### config.mk
export PLATFORM = sky130hd
export DESIGN_NAME = seq101_detector
export DESIGN_NICKNAME = d
export VERILOG_FILES = /design/src/rtl/seq101_detector.sv
export SDC_FILE = /design/constraint.sdc
export NUM_CORES = 1
export LEC_CHECK = 0
export ABC_AREA = 0
export CAP_MARGIN = 20
export CORE_MARGIN = 4
export CORE_UTILIZATION = 43
export DETAILED_ROUTE_END_ITERATION = 10
export HOLD_SLACK_MARGIN = 0.1
export PLACE_DENSITY = 0.73
export SLEW_MARGIN = 20
export SYNTH_ARGS = -nofsm -noshare
export SYNTH_HDL_FRONTEND = slang
export SYNTH_SLANG_ARGS = --single-unit
### constraint.sdc
create_clock -name clk -period 2.9 [get_ports clk]
set_clock_uncertainty 0.05 [all_clocks]
set_input_delay 0.58 -clock clk [delete_from_list [all_inputs] [get_ports clk]]
set_output_delay 0.58 -clock clk [all_outputs]
set_load 0.02 [all_outputs]
### src/rtl/seq101_detector.sv
// One-hot "101" detector with valid-qualified input, saturating match counter and sticky one-hot check.
// match is combinational from the state register; match_pulse/match_cnt update on the entering edge; no backpressure.
module seq101_detector #(
   parameter int CNT_W = 8
) (
   input  logic             clk,
   input  logic             rst_n,
   input  logic             in_valid,
   input  logic             in,
   input  logic             clr_cnt,
   output logic [3:0]       state,
   output logic             match,
   output logic             match_pulse,
   output logic [CNT_W-1:0] match_cnt,
   output logic             err
);

   typedef enum logic [3:0] {
      ST_A = 4'b0001,
      ST_B = 4'b0010,
      ST_C = 4'b0100,
      ST_D = 4'b1000
   } st_e;

   localparam logic [CNT_W-1:0] CNT_MAX = {CNT_W{1'b1}};

   logic [3:0]       state_r;
   logic [3:0]       state_n;
   logic             onehot;
   logic             enter_d;
   logic [CNT_W-1:0] cnt_n;

   always_ff @(posedge clk or negedge rst_n) begin
      if (!rst_n) begin
         state_r     <= ST_A;
         match_pulse <= 1'b0;
         match_cnt   <= '0;
         err         <= 1'b0;
      end else begin
         state_r     <= state_n;
         match_pulse <= enter_d;
         match_cnt   <= cnt_n;
         err         <= err | ~onehot;
      end
   end

   always_comb begin
      state_n = state_r;
      enter_d = 1'b0;
      cnt_n   = match_cnt;
      onehot  = $onehot(state_r);

      // A corrupted state recovers to A unconditionally and is never counted.
      if (!onehot) begin
         state_n = ST_A;
      end else if (in_valid) begin
         case (state_r)
            ST_A:    state_n = in ? ST_B : ST_A;
            ST_B:    state_n = in ? ST_B : ST_C;
            ST_C:    state_n = in ? ST_D : ST_A;
            ST_D:    state_n = in ? ST_B : ST_C;
            default: state_n = ST_A;
         endcase
         enter_d = (state_r == ST_C) && in;
      end

      if (clr_cnt) begin
         cnt_n = '0;
      end else if (enter_d && (match_cnt != CNT_MAX)) begin
         cnt_n = match_cnt + 1'b1;
      end
   end

   assign state = state_r;
   assign match = state_r[3];

endmodule

==> results.md <==
* Mapped Area at 854.6 um2
* WL/cell at 13.39 um
* Design area at 1139 um2
* Critical Path AT at about 3 ns
* Total track usage at 14.78%
* Leak at 0.0005031 uW
* Status: completed
* Post-route insts no fill at 136
* Vias in the first global route at 668
* Boundary pin count at 20
* DRC at 0
* Share of layout cells above drive strength 1 at 14.41%
* First-pass GRT wire length at 3022 um
* Minimum clock period at 2.786 ns
* Total CTS buffers at 3
* TritonCTS Sinks at 14
* Setup Total Neg Slack at 0 ns
* Die Y at 52.58 um
* CP Capture Type: flop
* Worst Hold Class: reg2reg
* Hold Startpoint: err
* Synthesized area per cell at just under 10 um2
* Gr ovfl total at 0
* Max-slew violation count at 0
* Placed Area at ~1100 um2
* Gpl congestion at 0.8921
* Count of cell types in the netlist at 30
* Starting Density at 47.43%
* Total power draw at 603.9 uW
* CP Data Required Time at 3.06 ns
* Root buffer selected by CTS: clkbuf_4
* Synth-to-Final Area Change at 33.24%
* Initial antenna violation count at 0
* Hold Fails Final Rpt at 0
* Inserted Diodes at 0
* CTS tree: done
* Dpl cells at around 130
* Final ANT Viol Nets at 0
* PwrDens at about 530 nW/um2
* H-tree depth at 1
* Die X at ~53 um
* Unrepaired setup endpoints after global routing: no
* R2R Path Start: state[0]
* Count of buffers from port buffering at 19
* Post-synth top area share at 38.07%
* FILL cells at 173
* Via count at 704
* Vias per cell at 5.176
* Final worst setup slack at approximately 0.11 ns
* Synthesized net count at roughly 100
* Warnings from Yosys at 0
* Max-Cap Viols at 0
* Clock Tree Buf Depth at 2
* Setup WS pre-CTS at -0.008305 ns
* Worst-path clk slew at 0.09 ns
* Post-Synthesis Cells at 87
* Max_slew headroom at between 50% and 60%
* Synth top area cells: dfrtp_1 38%, ha_1 8.8%, a21oi_1 4.1%
* Cell Rows at 15
* Total Wirelength at 1821 um
* Share of the yosys chip area belonging to registers at 41.14%
* Die Area at 2765 um2
* Initial DRC Count at 7
* VDD IR max at 0.0003459 V
* Fmax at 359.0 MHz
* Hold-fix buffers, CTS at 0
* Most area-hungry cell type in the Yosys netlist: dfrtp_1
* Final HPWL DP at 1397 um
* Largest net degree at the start of global routing at 15
* DRT Pass-1 Iters at 4
* Clock latency at the later pin of the worst-skew pair at 0.28 ns
* Setup crit start: state[0]
* Period Utilization, post-route at 96.06%
* Number of synthesized register bits at 14
* Final setup viols at 0
* Worst Path Max Fanout at 8
* Startpoint Class: flop
* Core box area at 1802 um2
* Final Net Count at 124
* Crit path kind: reg2reg
* Tightest Pin Transition at 0.6434 ns
cell families (layout without fill, tap and decap cells):
logic type / count (synthesis) / after routing / synth area share (%)
DFF: 14 / 14 / 41.14
xor gates and xnor gates: 1 / 1 / 1.025
buffers and inverters: 10 / 34 / 4.978
and+or+nand+nor: 33 / 33 / 21.82
muxes: 5 / 5 / 6.149
AOI/OAI and AO/OA: 17 / 17 / 13.76
adders and majority gates: 7 / 7 / 11.13
area by class of cell:
type                    instances  area [um2]  area share, %
clock buffers                   4       26.28          2.308
inverters                       7       26.28          2.308
multi-input cells              63       483.0          42.42
flip-flops and latches         14       351.6          30.88
well taps                      25       31.28          2.747
repair buffers                 23       220.2          19.34
state kept, by name, summed over array words and instances (netlist names):
name	cells
err	1
match_cnt	8
state	4
match_pulse	1
power by group:
part           leakage (uW)  switching, uW  internal, uW  total (uW)
logic              0.000302            139           126         265
clock network     0.0000150           65.0          53.4         118
registers          0.000186           9.46           211         220
total              0.000503            214           390         604
cells in the final DEF (no fill, tap or decap), types with 2 or more instances in the layout:
| cell | n |
|---|---|
| clkdlybuf4s50_1 | 19 |
| dfrtp_1 | 13 |
| nor2_1 | 9 |
| inv_1 | 7 |
| a21oi_1 | 7 |
| o21ai_0 | 5 |
| nand3_1 | 5 |
| ha_1 | 5 |
| or3_1 | 4 |
| buf_4 | 4 |
| mux2i_1 | 3 |
| clkbuf_4 | 3 |
| nor2b_1 | 2 |
| and3_1 | 2 |
| nand2_1 | 2 |
| mux2_2 | 2 |
| nor3_1 | 2 |
per-layer routing:
layer | routed length [um] | track usage (%) | vias up | part of all wire, %
met5 | 0 | 0 | - | 0
met4 | 11 | 3.830 | 0 | 0.60
met3 | 59 | 2.849 | 2 | 3.2
met2 | 832 | 21.49 | 11 | 46
met1 | 918 | 22.18 | 337 | 50
li1 | - | - | 354 | -
metrics by stage:
step | util (%) | hold slack (ns)
2_1_floorplan | - | 0.2344
3_3_place_gp | 60.07 | 0.4435
3_5_place_dp | 60.07 | 0.4192
4_1_cts | 61.53 | 0.4482
5_1_grt | 63.19 | 0.5139
6_report | 63.19 | 0.4531
critical path: stages, from the launching register on:
cell and delay, ns:
dfstp_2 0.55, inv_1 0.07, fa_1 0.53, inv_1 0.04, ha_1 0.20, ha_4 0.23
nor3b_4 0.30, o2111ai_4 0.22, or3_1 0.39, a21oi_1 0.14
path summary, 6_finish.rpt:
path / depth (start not counted) / slack [ns] / to
min in group asynchronous: 1 / 0.64 / match_cnt[6]
setup / recovery: 9 / 0.11 / match_cnt[6]
max in group asynchronous: 1 / 1.74 / state[3]
setup reg to reg: 9 / 0.11 / match_cnt[6]
hold reg to reg: 1 / 0.45 / err
hold / removal: 1 / 0.45 / err
what timing repair did:
item / CTS / global route
buffers inserted: 0 / 1
endpoints found under the setup margin: 0 / 7
resized for setup: 0 / 3
synth_stat cells:
cell and instances:
fa_1 1, nor2_1 9, o2111ai_4 1, xor2_1 1
mux2_2 2, dfstp_2 1, inv_1 7, a41o_1 1
nand3_1 6, nand2_1 2, ha_1 6, nand4_1 1
and4b_2 1, a31oi_1 1, nor3_1 3, or2b_1 1
a21oi_1 7, nor3b_4 1, o21ai_0 5, mux2i_1 3
buf_2 1, clkbuf_1 1, or3_1 4, a211oi_1 1
a21o_1 1, nand2b_1 1, dfrtp_1 13, buf_4 1
and3_1 2, nor2b_1 2
Note: power is estimated with default switching activity, not from simulation.
